**src/rtl/score_display_pkg.sv**
```systemverilog
// Shared definitions for the score display slice.
//   GLYPH_DASH    - glyph code of the dash shown on overflow (codes 0..9 are digits)
//   conv_state_t  - binary-to-BCD converter states
//   dabble()      - double-dabble per-digit adjust
//   glyph_base()  - first ROM word of a glyph; glyphs are stored back to back
package score_display_pkg;

    localparam logic [3:0] GLYPH_DASH = 4'd10;

    typedef enum logic [1:0] {
        ST_IDLE,
        ST_SHIFT,
        ST_DONE
    } conv_state_t;

    function automatic logic [3:0] dabble(input logic [3:0] d);
        return (d >= 4'd5) ? d + 4'd3 : d;
    endfunction

    function automatic int unsigned glyph_base(input logic [3:0] code, input int unsigned height);
        return 32'(code) * height;
    endfunction

endpackage

```
**src/rtl/score_display_bin2bcd_seq.sv**
```systemverilog
// Sequential binary-to-BCD converter (double dabble), one bit per clock.
// Ports:
//   clk    in   pixel clock
//   rst    in   asynchronous active-low reset
//   start  in   load bin and begin; honoured only while idle
//   bin    in   NUM_W-bit value to convert
//   busy   out  conversion in progress (SHIFT or DONE)
//   done   out  1-cycle result-valid strobe
//   bcd    out  DIGITS packed BCD digits, digit 0 in the low nibble
//   ovf    out  bin did not fit in DIGITS decimal digits
module bin2bcd_seq
    import score_display_pkg::*;
#(
    parameter int unsigned NUM_W  = 14,
    parameter int unsigned DIGITS = 4
) (
    input  logic                  clk,
    input  logic                  rst,
    input  logic                  start,
    input  logic [NUM_W-1:0]      bin,
    output logic                  busy,
    output logic                  done,
    output logic [4*DIGITS-1:0]   bcd,
    output logic                  ovf
);

    localparam int unsigned CNT_W = $clog2(NUM_W + 1);
    localparam logic [63:0] LIMIT = 64'(10 ** DIGITS);

    conv_state_t          state, state_nxt;
    logic [NUM_W-1:0]     shreg;
    logic [4*DIGITS-1:0]  acc;
    logic [4*DIGITS-1:0]  adj;
    logic [CNT_W-1:0]     cnt;
    logic                 ovf_r;

    always_comb begin
        state_nxt = state;
        case (state)
            ST_IDLE:  if (start) state_nxt = ST_SHIFT;
            ST_SHIFT: if (cnt == CNT_W'(NUM_W - 1)) state_nxt = ST_DONE;
            ST_DONE:  state_nxt = ST_IDLE;
            default:  state_nxt = ST_IDLE;
        endcase
    end

    always_comb begin
        adj = acc;
        for (int unsigned i = 0; i < DIGITS; i++) begin
            adj[4*i +: 4] = dabble(acc[4*i +: 4]);
        end
    end

    always_ff @(posedge clk or negedge rst) begin
        if (!rst) begin
            state <= ST_IDLE;
            shreg <= '0;
            acc   <= '0;
            cnt   <= '0;
            ovf_r <= 1'b0;
        end else begin
            state <= state_nxt;
            case (state)
                ST_IDLE: begin
                    if (start) begin
                        shreg <= bin;
                        acc   <= '0;
                        cnt   <= '0;
                        ovf_r <= (64'(bin) >= LIMIT);
                    end
                end
                ST_SHIFT: begin
                    // Digits beyond DIGITS are dropped; ovf overrides the result then.
                    acc   <= {adj[4*DIGITS-2:0], shreg[NUM_W-1]};
                    shreg <= shreg << 1;
                    cnt   <= cnt + 1'b1;
                end
                default: ;
            endcase
        end
    end

    assign busy = (state != ST_IDLE);
    assign done = (state == ST_DONE);
    assign bcd  = acc;
    assign ovf  = ovf_r;

endmodule

```
**src/rtl/score_display.sv**
```systemverilog
// Score display: draws an unsigned value as DIGITS glyphs on the VGA raster.
// Converts the value to BCD sequentially, then fetches glyph rows from the
// shared synchronous character ROM and produces a registered 1-bit pixel mask.
// Optional build macro: SCORE_LZB_EN (leading-zero blanking; rightmost digit
// always drawn; overflow dashes never blanked).
// Ports:
//   clk         in   pixel clock
//   rst         in   asynchronous active-low reset
//   number      in   value to display
//   number_vld  in   1-cycle load strobe
//   busy        out  conversion in progress or a value pending
//   posx/posy   in   top-left corner of the field
//   x/y         in   current raster position
//   rom_adr     out  registered character ROM address
//   rom_data    in   ROM row, 1 clk after rom_adr; MSB is leftmost pixel
//   dout        out  registered pixel mask, 2 clks after x/y are sampled
module score_display
    import score_display_pkg::*;
#(
    parameter int unsigned DIGITS = 4,
    parameter int unsigned NUM_W  = 14,
    parameter int unsigned CHAR_W = 32,
    parameter int unsigned CHAR_H = 32,
    parameter int unsigned ROM_AW = 10
) (
    input  logic              clk,
    input  logic              rst,
    input  logic [NUM_W-1:0]  number,
    input  logic              number_vld,
    output logic              busy,
    input  logic [9:0]        posx,
    input  logic [9:0]        posy,
    input  logic [10:0]       x,
    input  logic [10:0]       y,
    output logic [ROM_AW-1:0] rom_adr,
    input  logic [CHAR_W-1:0] rom_data,
    output logic              dout
);

    localparam int unsigned CW_L  = $clog2(CHAR_W);
    localparam int unsigned BOX_W = DIGITS * CHAR_W;

    // ---------------- converter, pending slot, shown register ----------------
    logic                 conv_busy;
    logic                 conv_done;
    logic                 conv_ovf;
    logic                 conv_start;
    logic [NUM_W-1:0]     conv_bin;
    logic [4*DIGITS-1:0]  conv_bcd;
    logic                 pend_vld;
    logic [NUM_W-1:0]     pend_val;
    logic [4*DIGITS-1:0]  shown_bcd;
    logic                 shown_ovf;

    // A pending value takes priority; a strobe in the same idle cycle is parked.
    assign conv_start = !conv_busy && (pend_vld || number_vld);
    assign conv_bin   = pend_vld ? pend_val : number;

    bin2bcd_seq #(
        .NUM_W  (NUM_W),
        .DIGITS (DIGITS)
    ) u_conv (
        .clk   (clk),
        .rst   (rst),
        .start (conv_start),
        .bin   (conv_bin),
        .busy  (conv_busy),
        .done  (conv_done),
        .bcd   (conv_bcd),
        .ovf   (conv_ovf)
    );

    always_ff @(posedge clk or negedge rst) begin
        if (!rst) begin
            pend_vld  <= 1'b0;
            pend_val  <= '0;
            shown_bcd <= '0;
            shown_ovf <= 1'b0;
        end else begin
            if (conv_start && pend_vld) pend_vld <= 1'b0;
            if (number_vld && (conv_busy || pend_vld)) begin
                pend_vld <= 1'b1;
                pend_val <= number;
            end
            if (conv_done) begin
                shown_bcd <= conv_bcd;
                shown_ovf <= conv_ovf;
            end
        end
    end

    // Pending counts as busy so the flag stays high across back-to-back runs.
    assign busy = conv_busy | pend_vld;

    // ---------------- glyph decode (position 0 is leftmost) ----------------
    logic [3:0]        digit [DIGITS];
    logic [DIGITS-1:0] lead_blank;

    always_comb begin
        for (int unsigned i = 0; i < DIGITS; i++) begin
            digit[i] = shown_bcd[4*(DIGITS-1-i) +: 4];
        end
    end

`ifdef SCORE_LZB_EN
    logic seen_nz;
    always_comb begin
        lead_blank = '0;
        seen_nz    = 1'b0;
        for (int unsigned i = 0; i < DIGITS; i++) begin
            if (!seen_nz && (i != DIGITS - 1) && !shown_ovf && (digit[i] == 4'd0))
                lead_blank[i] = 1'b1;
            seen_nz = seen_nz | (digit[i] != 4'd0);
        end
    end
`else
    always_comb begin
        lead_blank = '0;
    end
`endif

    // ---------------- pixel pipeline ----------------
    logic [10:0]       dx;
    logic [10:0]       dy;
    logic [10:0]       dsel;
    logic              inbox;
    logic [3:0]        sel_code;
    logic              sel_blank;
    logic [ROM_AW-1:0] glyph_adr;

    // Unsigned wrap makes a raster position left/above the field look huge.
    assign dx    = x - 11'(posx);
    assign dy    = y - 11'(posy);
    assign dsel  = dx >> CW_L;
    assign inbox = (dx < 11'(BOX_W)) && (dy < 11'(CHAR_H));

    always_comb begin
        sel_code  = '0;
        sel_blank = 1'b0;
        for (int unsigned i = 0; i < DIGITS; i++) begin
            if (dsel == 11'(i)) begin
                sel_code  = shown_ovf ? GLYPH_DASH : digit[i];
                sel_blank = lead_blank[i];
            end
        end
    end

    assign glyph_adr = ROM_AW'(glyph_base(sel_code, CHAR_H)) + ROM_AW'(dy);

    logic            inbox_s0, inbox_d1;
    logic            blank_s0, blank_d1;
    logic [CW_L-1:0] col_s0,   col_d1;
    logic [CW_L-1:0] bit_sel;

    // CHAR_W is a power of two, so CHAR_W-1-col is the bitwise complement.
    assign bit_sel = ~col_d1;

    always_ff @(posedge clk or negedge rst) begin
        if (!rst) begin
            rom_adr  <= '0;
            inbox_s0 <= 1'b0;
            blank_s0 <= 1'b0;
            col_s0   <= '0;
            inbox_d1 <= 1'b0;
            blank_d1 <= 1'b0;
            col_d1   <= '0;
            dout     <= 1'b0;
        end else begin
            if (inbox) rom_adr <= glyph_adr;
            inbox_s0 <= inbox;
            blank_s0 <= sel_blank;
            col_s0   <= dx[CW_L-1:0];
            inbox_d1 <= inbox_s0;
            blank_d1 <= blank_s0;
            col_d1   <= col_s0;
            dout     <= inbox_d1 & ~blank_d1 & rom_data[bit_sel];
        end
    end

endmodule
```
**config.mk**
```make
export PLATFORM = sky130hd
export DESIGN_NAME = score_display
export DESIGN_NICKNAME = d
export VERILOG_FILES = /design/src/rtl/score_display_pkg.sv /design/src/rtl/score_display_bin2bcd_seq.sv /design/src/rtl/score_display.sv
export SDC_FILE = /design/constraint.sdc
export NUM_CORES = 1
export LEC_CHECK = 0
export ABC_AREA = 1
export CORE_AREA = 2 2 133 96
export CTS_CLUSTER_SIZE = 20
export DETAILED_ROUTE_END_ITERATION = 7
export DIE_AREA = 0 0 135 98
export GPL_ROUTABILITY_DRIVEN = 0
export PLACE_DENSITY = 0.87
export SYNTH_ARGS = -nofsm -noshare
export SYNTH_HDL_FRONTEND = slang
export SYNTH_SLANG_ARGS = --single-unit
```
**constraint.sdc**
```tcl
create_clock -name clk -period 3.1 [get_ports clk]
set_clock_uncertainty 0.2 [all_clocks]
set_input_delay 0.31 -clock clk [delete_from_list [all_inputs] [get_ports clk]]
set_output_delay 0.31 -clock clk [all_outputs]
set_load 0.05 [all_outputs]
```
# ---- After elaboration in Yosys (flattened, before gate mapping)
# Cells that the tools add are included.
dict set report classes {
  n_eq_ne 8
  mux 26
  magnitude_cmp 8
  bitwise_logic 3
  add_sub_neg 8
  reduce_logical 15
}
# op n
set ops {}
lappend ops {{two-way mux 4 bit} 12}
lappend ops {{one-hot mux 16 bit (2 select lines)} 1}
lappend ops {{two-way mux 14 bit} 2}
lappend ops {{one-hot mux 14 bit (2 select lines)} 1}
lappend ops {{subtractor 11 x 10 -> 11 bit} 2}
lappend ops {{>= comparator 4 x 3 -> 1 bit, second input constant} 4}
lappend ops {{two-way mux 16 bit} 1}
lappend ops {{>= comparator 14 bit, second input constant} 1}
lappend ops {{adder 4 x 2 -> 4 bit, second input constant} 3}
lappend ops {{equality test 6 x 2 -> 1 bit, second input constant} 2}
lappend ops {{zero test 11 bit} 1}
lappend ops {{less-than comparator 11 x 6 -> 1 bit, second input constant} 1}
lappend ops {{less-than comparator 11 x 8 -> 1 bit, second input constant} 1}
lappend ops {{adder 9 x 10 -> 10 bit} 1}
lappend ops {{one-hot mux 4 bit (2 select lines)} 1}
lappend ops {{equality test 6 x 1 -> 1 bit, second input constant} 1}
lappend ops {{less-than comparator 5 x 6 -> 1 bit, second input constant} 1}
lappend ops {{AND reduction 2 bit} 3}
lappend ops {{nonzero test 2 bit} 3}
lappend ops {{binary-select mux 1 bit (select 5 bit)} 1}
lappend ops {{inverter 5 bit} 1}
lappend ops {{adder 4 x 1 -> 4 bit, second input constant} 1}
lappend ops {{equality test 4 bit, second input constant} 1}
lappend ops {{logical AND 1 bit} 4}
lappend ops {{14 further kinds} 18}
dict set report totals {
  in_bits 91
  word_cells 83
  out_inout_bits 12
  register_bits 92
}

# ---- Longest topological paths before layout
dict set report logic_depth {
  ltp_word 7
  depth_mapped 25
  mapped_depth_nobuf 25
}

# ---- Cells and area by module
# A second synthesis with hierarchy kept.
dict set report hier_totals {
  hier_cells 845
  area_unflattened_um2 6092.1
}
# module area_per_inst_um2 instances cells_per_inst seq_area_each_um2
set modules_own_cells {}
lappend modules_own_cells {score_display 4045.1 1 575 1376.3}
lappend modules_own_cells {bin2bcd_seq 2047.0 1 270 925.9}

# ---- Least setup slack after synthesis
# No wires, ideal clock.
dict set report synth_path {
  kind {input to register}
  start {input x[0]}
  end {register rom_adr[9]}
  slack_ns -0.235
  n_path_buf 0
  stages 24
  setup_time_ns 0.118
  t_required_ns 2.782
  arrival_time_ns 3.018
  cell_sequence {inv_1 ha_1 fa_1 inv_1 nand2_1 nand2_1 nand3_1 nand3_2 nand2_2 nor2_4 nand2_1 nor2_2 inv_1 nand2_1 nand2_1 nand3_1 ha_1 inv_1 fa_1 o21ai_0 a21oi_1 xor2_1 nand3_1 nand2_1}
}
dict set report synth_between {
  elab_chain_len 7
  elab_cells_between_ends 12
  classes_between {add/sub: 2; order compare: 1; eq/ne: 3; mux: 4; reduce/logical: 2}
}
# element line_no
set synth_rtl {}
lappend synth_rtl {{start: declaration} score_display.sv:33} ;# input logic [10:0] x,
lappend synth_rtl {{subtractor 11 x 10 -> 11 bit (*)} score_display.sv:132} ;# assign dx = x - 11'(posx);
lappend synth_rtl {{zero test 11 bit} score_display.sv:141} ;# if (dsel == 11'(i)) begin
lappend synth_rtl {{two-way mux 4 bit (4 in series)} score_display.sv:141}
lappend synth_rtl {{adder 9 x 10 -> 10 bit} score_display.sv:148} ;# assign glyph_adr = ROM_AW'(glyph_base(sel_code, CHAR_H)) + ROM_AW'(dy);
lappend synth_rtl {{end signal: assignment} score_display.sv:169} ;# if (inbox) rom_adr <= glyph_adr;
lappend synth_rtl {{end: declaration} score_display.sv:35} ;# output logic [ROM_AW-1:0] rom_adr,
# Every way passes the cells marked *; elsewhere a longest branch is shown, timed or not.
# A chain may end at the register's enable or synchronous reset.

# ---- Worst setup path in the final report
# Same ends and word-level chain as after synthesis.

==> impl_summary.log <==
INFO  metric status = finished, violations left
INFO  metric failed_checks = setup timing
INFO  metric synth-edff-count = 0
INFO  metric finalNetCount = ~1100
INFO  metric max-vdd-ir-drop = between 0.0005 and 0.0006 V
INFO  metric number_of_drc_violations_after_detailed_routing = 0
INFO  metric cts.reportedPaths.clkPinSlew = ~0.06 ns
INFO  metric post_synth_fa_ha_maj_area_fraction = 0.0823
INFO  metric min_from = posx[0]
INFO  metric yosysWarnings = 0
INFO  metric r2r_setup_slack = roughly 0.49 ns
INFO  metric area_growth_syn_to_layout = 37.6%
INFO  metric initial_antenna_violation_count = 0
INFO  metric non_filler_instance_count_after_layout = 1134
INFO  metric endpoint_kind = flip-flop
INFO  metric post_synth_num_cell_types = 35
INFO  metric final_max_tran_viols = 0
INFO  metric coreArea = 12100 um^2
INFO  metric postSynthCellCount = slightly above 800
INFO  metric slew_headroom = 0.339
INFO  metric leakage = between 4 and 5 nW
INFO  metric clk_root_buffer_cell = sky130_fd_sc_hd__clkbuf_16
INFO  metric number_of_buffers_added_by_the_clock_tree_synthesis_step = 9
INFO  metric place_inst = 1107
INFO  metric initial_utilization = 0.489
INFO  metric critical_path.reg2reg.startpoint = pend_vld$_DFFE_PN0P_
INFO  metric rr_worst_depth = 7
INFO  metric synth_top_cells_by_area = sky130_fd_sc_hd__dfrtp_1 39%, sky130_fd_sc_hd__nand2_1 15%, sky130_fd_sc_hd__inv_1 7.7%, sky130_fd_sc_hd__ha_1 7.2%, sky130_fd_sc_hd__o21ai_0 6.9%
INFO  metric maximum_number_of_pins_on_one_net_before_global_route_repair = 48
INFO  metric whs_path_depth = 3
INFO  metric post-synth-top-count-cell = sky130_fd_sc_hd__nand2_1
INFO  metric yosys-mux-area-fraction = 0.00170
INFO  metric route.detailed.vias_per_inst = 5.25
INFO  metric report.final.setup_viol = 1
INFO  metric synth-compound-area-share = 0.119
INFO  metric rsz0062_at_grt = yes
INFO  metric timing_limited_maximum_frequency = 320 MHz
INFO  metric report.power.total = 5.25 mW
INFO  metric cts.path.max_buffers = 2
INFO  metric setup_ws = -0.0283 ns
INFO  metric final_cell_area = 8120 um^2
INFO  metric grt_pass1_vias = around 5700
INFO  metric fin_crit_sh = 1.01
INFO  metric worstReg2RegEnd = u_conv.shreg[13]$_DFFE_PN0P_
INFO  metric synthXorXnorAreaFrac = 0.0267
INFO  metric numPortBuffers = 102
INFO  metric fin_util = 0.672
INFO  metric post_synth_instance_area = between 5000 and 6000 um^2
INFO  metric power_per_cell_area = 647 nW/um^2
INFO  metric largest_family_of_logic_cells_by_synthesized_area = simple AND/OR/NAND/NOR gates
INFO  metric placed_cell_area = 7440 um^2
INFO  metric maxCapViolations = 0
INFO  metric die-height = approximately 98 um
INFO  metric synth_top_cells_by_count = 232 x sky130_fd_sc_hd__nand2_1, 121 x sky130_fd_sc_hd__inv_1, 92 x sky130_fd_sc_hd__dfrtp_1, 82 x sky130_fd_sc_hd__nor2_1, 81 x sky130_fd_sc_hd__o21ai_0
INFO  metric crit_arrival = 3.17 ns
INFO  metric synth.largest_area_cell = sky130_fd_sc_hd__dfrtp_1
INFO  metric preCtsSetupSlack = -0.882 ns
INFO  metric transition_time_at_the_pin_with_the_least_slew_margin = 0.988 ns
INFO  metric startpoint_type = input port
INFO  metric cts.sink_count = roughly 90
INFO  metric detail_route.wl_per_cell = ~14 um
INFO  metric required = about 3.1 ns
INFO  metric final_hold_viol_count = 0
INFO  metric drt-initial-drc-count = ~550
INFO  metric final.min_clock_period = 3.13 ns
INFO  metric clock_insertion_delay_worst_skew = about 0.36 ns
INFO  metric synth-main-ff-cell = sky130_fd_sc_hd__dfrtp_1
INFO  metric global_route_wire_length_before_repair = 26.3 mm
INFO  metric vias = ~6000
INFO  metric grt_usage = 0.245
INFO  metric drt_first_pass_iters = 5
INFO  metric drive_above_1_share = 0.177
INFO  metric antenna_cells = 0
INFO  metric synth_seq_cells = 92
INFO  metric post_synthesis_share_of_cell_area_spent_on_and_or_nand_and_nor_gates = 0.289
INFO  metric count_of_pins_on_the_block_boundary = 103
INFO  metric h-tree-depth = 3
INFO  metric synth.yosys.seq_area_share = 0.390
INFO  metric rows = 34
INFO  metric floorplan.die_area = about 13000 um^2
INFO  metric synth.net_count = ~950
INFO  metric globalRoute.totalOverflow = 0
INFO  metric asyncSetResetFlopFracSynth = 1.00
INFO  metric min_to = col_s0[0]$_DFF_PN0_
INFO  metric route.antenna.remaining_nets = 0
INFO  metric critPathMaxFanout = 7
INFO  metric dp_hpwl = around 11 mm
INFO  metric wl = roughly 16 mm
INFO  metric die_width = ~140 um
INFO  metric tritoncts = yes
INFO  metric hold_path.class = in -> reg
INFO  metric type_of_the_setup_path_with_the_least_slack = in -> reg
INFO  metric yosysTopAreaCellShare = 0.390
INFO  metric syn_area_per_cell = ~7.2 um^2
sequential cells by signal (all words and copies together), names as in the netlist, 2 cells and up:
| signal | count |
|---|---|
| col_d1 | 5 |
| col_s0 | 5 |
| digit | 16 |
| pend_val | 14 |
| rom_adr | 10 |
| u_conv.bcd | 16 |
| u_conv.cnt | 4 |
| u_conv.shreg | 14 |
| u_conv.state | 2 |
cells in the final DEF, fill, tap and decap left out, drive strengths merged, types with 11 or more instances in the layout:
cell           Yosys  routed
a21oi             15      15
clkdlybuf4s50      0      81
dlygate4sd2        0      17
nand2            237     237
dfrtp             92      92
nor2              90      90
nand3             59      59
buf                3      56
clkbuf            14      11
xor2              14      14
o22ai             11      11
inv              123     124
o21ai             81      81
ha                34      34
worst max-delay path: stages:
cell and delay [ns]:
sky130_fd_sc_hd__buf_8 0.09, sky130_fd_sc_hd__inv_12 0.03, sky130_fd_sc_hd__ha_4 0.15, sky130_fd_sc_hd__fa_2 0.41, sky130_fd_sc_hd__inv_2 0.08, sky130_fd_sc_hd__buf_4 0.10
sky130_fd_sc_hd__buf_4 0.09, sky130_fd_sc_hd__nand3_2 0.07, sky130_fd_sc_hd__nand3_2 0.09, sky130_fd_sc_hd__nand2_2 0.06, sky130_fd_sc_hd__nand2_2 0.09, sky130_fd_sc_hd__nand2_4 0.11
sky130_fd_sc_hd__nor2_4 0.14, sky130_fd_sc_hd__inv_1 0.05, sky130_fd_sc_hd__nand2_1 0.06, sky130_fd_sc_hd__nand2_1 0.07, sky130_fd_sc_hd__nand3_2 0.08, sky130_fd_sc_hd__ha_4 0.14
sky130_fd_sc_hd__inv_2 0.04, sky130_fd_sc_hd__fa_2 0.41, sky130_fd_sc_hd__o21ai_2 0.15, sky130_fd_sc_hd__a21oi_2 0.08, sky130_fd_sc_hd__xor2_1 0.14, sky130_fd_sc_hd__nand3_1 0.08
sky130_fd_sc_hd__nand2_1 0.05
metrics by stage:
stage / TNS, ns / hold slack (ns)
CTS: 0 / 0.0363
finish: -0.0283 / 0.0258
global placement: -3.29 / 0.131
detailed placement: -4.01 / 0.136
global route: -0.259 / 0.0426
floorplan: -0.0798 / -0.186
per-layer routing:
layer	vias to the layer above	share of wire	GRT usage
met5	-	0	0
met3	43	0.071	0.0576
met2	236	0.45	0.388
met1	2764	0.46	0.338
li1	2913	-	-
met4	0	0.022	0.0721
power breakdown:
part           total (mW)  switching [mW]  leakage [nW]  internal, mW
sequential           1.89           0.282          1.16          1.61
combinational        2.33            1.41          2.77         0.926
clock                1.03           0.485         0.126         0.547
repair_timing:
| item | CTS | global route |
|---|---|---|
| hold endpoints to repair | 46 | 0 |
| gates cloned | 0 | 0 |
| pin swaps | 39 | 32 |
| buffers inserted | 6 | 4 |
| endpoints found under the setup margin | 4 | 4 |
| hold buffers | 1 | 0 |
| resized for setup | 89 | 28 |
worst max path at each step:
stage                     slack [ns]                      to  depth (start not counted)    start
after floorplan                -0.08  rom_adr[9]$_DFFE_PN0P_                         24     x[0]
after global placement         -0.80  rom_adr[9]$_DFFE_PN0P_                         25     x[0]
after detailed placement       -0.88  rom_adr[9]$_DFFE_PN0P_                         25     x[0]
after CTS                      0.005  rom_adr[9]$_DFFE_PN0P_                         24     x[1]
after global routing           -0.15  rom_adr[9]$_DFFE_PN0P_                         24  posx[7]
final                          -0.03  rom_adr[9]$_DFFE_PN0P_                         25     x[0]
final cells by class:
type | instances | area (um^2)
clock buffer | 11 | 233
timing repair buffer | 156 | 1420
fill | 933 | 3960
multi-input combinational | 584 | 3440
clock inverter | 5 | 37.5
sequential | 92 | 2300
inverter | 124 | 478
tap | 162 | 203
kinds of logic (layout without fill, tap and decap cells):
logic type      count (synthesis)  in the layout
compound gates                125            125
xor+xnor                       18             18
fa+ha+maj                      37             37
buf+inv                       141            296
flops                          92             92
mux                             1              1
simple gates                  403            403
Power figures use the tool's default switching activity.
==> edit, RTL diff (same settings) <==
The parameter `CHAR_W` goes from 32 to 64.
--- a/src/rtl/score_display.sv
+++ b/src/rtl/score_display.sv
@@ -19,7 +19,7 @@
 #(
     parameter int unsigned DIGITS = 4,
     parameter int unsigned NUM_W  = 14,
-    parameter int unsigned CHAR_W = 32,
+    parameter int unsigned CHAR_W = 64,
     parameter int unsigned CHAR_H = 32,
     parameter int unsigned ROM_AW = 10
 ) (
Interface: changed (resized rom_data); port bits go from 103 to 135. The function was not compared with the original's and may differ.
==> edit against the unedited design <==
  * The flow still finishes with violations (negative setup slack)
  * Setup slack got worse by 0.13 ns
  * Power increased by 6.9%
  * Fmax decreased by 3.8%
  * Count of clock-buffer cells in the layout down 2
  * Synthesized area is 3.3% higher
  * Wire length grew 17%
  * Critical path depth unchanged
  * Design area up 6.1%
  * Sequential cell count up 2
==> edit: results (changes against the unedited design) <==
\begin{tabular}{lr}
\hline
Metric & Value \\
\hline
\multicolumn{2}{l}{\textbf{Routing}} \\
Number of iterations in the first detailed-routing pass & 7 (+2) \\
Met2 wire len & 8.99 mm (+23\%) \\
Mean routed wirelength per cell & 16.3 µm (+14\%) \\
Sum of met3 wire segment lengths after detailed routing & 1.54 mm (+34\%) \\
Wire length the detailed router placed on met1 & 7.74 mm (+4.7\%) \\
\multicolumn{2}{l}{\textbf{Timing}} \\
Setup slack after layout & -0.153 ns (-0.125 ns) \\
Worst Max-Slew Pin Slew & 1.05 ns (+0.0665 ns) \\
Final setup violation count & 3 (+2) \\
\multicolumn{2}{l}{\textbf{Critical path}} \\
Worst path arrival time & 3.34 ns (+0.17 ns) \\
Longest individual stage delay on the worst path & 0.39 ns (-0.02 ns) \\
Family with the most delay on the worst path & simple AND/OR/NAND/NOR gates \\
\multicolumn{2}{l}{\textbf{Place}} \\
Placement-stage worst setup slack & -0.898 ns (-0.0162 ns) \\
HPWL reported at the end of detailed placement & 12.2 mm (+14\%) \\
I/O Buffers & 134 (+31\%) \\
\multicolumn{2}{l}{\textbf{Run status}} \\
Failing checks & negative setup slack \\
Outcome & finished, violations left \\
\multicolumn{2}{l}{\textbf{GRT}} \\
Global-route track usage on met1 & 34.4\% (+0.66 points) \\
Met2 Use GR & 48.0\% (+9.2 points) \\
Met3 usage in global routing & 5.61\% (-0.16 points) \\
First-pass GRT wire length & 29.8 mm (+13\%) \\
\multicolumn{2}{l}{\textbf{Yosys}} \\
Distinct cell type count after synthesis & 43 (+23\%) \\
Post-synthesis mux area share & 0.164\% (-0.0054 points) \\
Synth Area in Compound Gates & 16.4\% (+4.4 points) \\
Syn\_area\_per\_cell & 7.46 µm² (+3.3\%) \\
\multicolumn{2}{l}{\textbf{Cells and area}} \\
Fin nets & 1158 (+5.8\%) \\
Growth of design area from synthesis to finish & 41.3\% \\
\multicolumn{2}{l}{\textbf{Clocking}} \\
Worst-skew pair later-pin latency & 0.34 ns (-0.02 ns) \\
\hline
\end{tabular}
## edit: cell count changes after synthesis, sizes merged, moves of 2 or more
cell	delta
clkbuf	+7
nand2	-33
nand3b	+2
nor2	-3
o22ai	+2
nand4	+5
o21ai	+30
nand3	-21
o211ai	+3
inv	-12
o221ai	+6
a21oi	+2
a31oi	+2
dfrtp	+2
## edit: logic make-up after synthesis
family                   after synthesis
AND/OR/NAND/NOR                      355
AO/OA/AOI/OAI                        173
buffers and inverters                137
flip-flops                            94
adder cells (fa/ha/maj)               37
XOR/XNOR                              20
multiplexers                           1
## edit: area by class of cell
| cell class | count | share of cell area [%] |
|---|---|---|
| Inverter | 112 | 5.06 |
| Multi-Input combinational cell | 586 | 41.0 |
| Tap cell | 162 | 2.35 |
| Clock buffer | 9 | 2.62 |
| Sequential cell | 94 | 27.3 |
| Clock inverter | 7 | 0.843 |
| Timing Repair Buffer | 195 | 20.9 |
## edit: where the power goes
part           total [mW]  internal, mW  leakage, nW  switching (mW)
Sequential           1.95          1.65         1.19           0.307
Combinational        2.56          1.02         2.83            1.54
Clock                1.11         0.626        0.142           0.480
## edit: timing repair
action / 4_1_cts / 5_1_grt
pin swaps: 41 / 29
resized for setup: 78 / 23
endpoints found under the hold margin: 50 / 0
endpoints found under the setup margin: 4 / 4
buffers inserted: 8 / 6
hold buffers: 1 / 0
## edit: path summary, 6_finish.rpt
kind	start	to	slack [ns]	depth (start not counted)
max in group asynchronous	rst	col_d1[1]	1.62	3
max	posx[7]	rom_adr[9]	-0.15	25
max reg2reg	shown_ovf	rom_adr[9]	0.41	15
min reg2reg	inbox_s0	inbox_d1	0.15	0
min in group asynchronous	rst	digit[8]	0.34	2
min	posx[0]	col_s0[0]	0.06	3
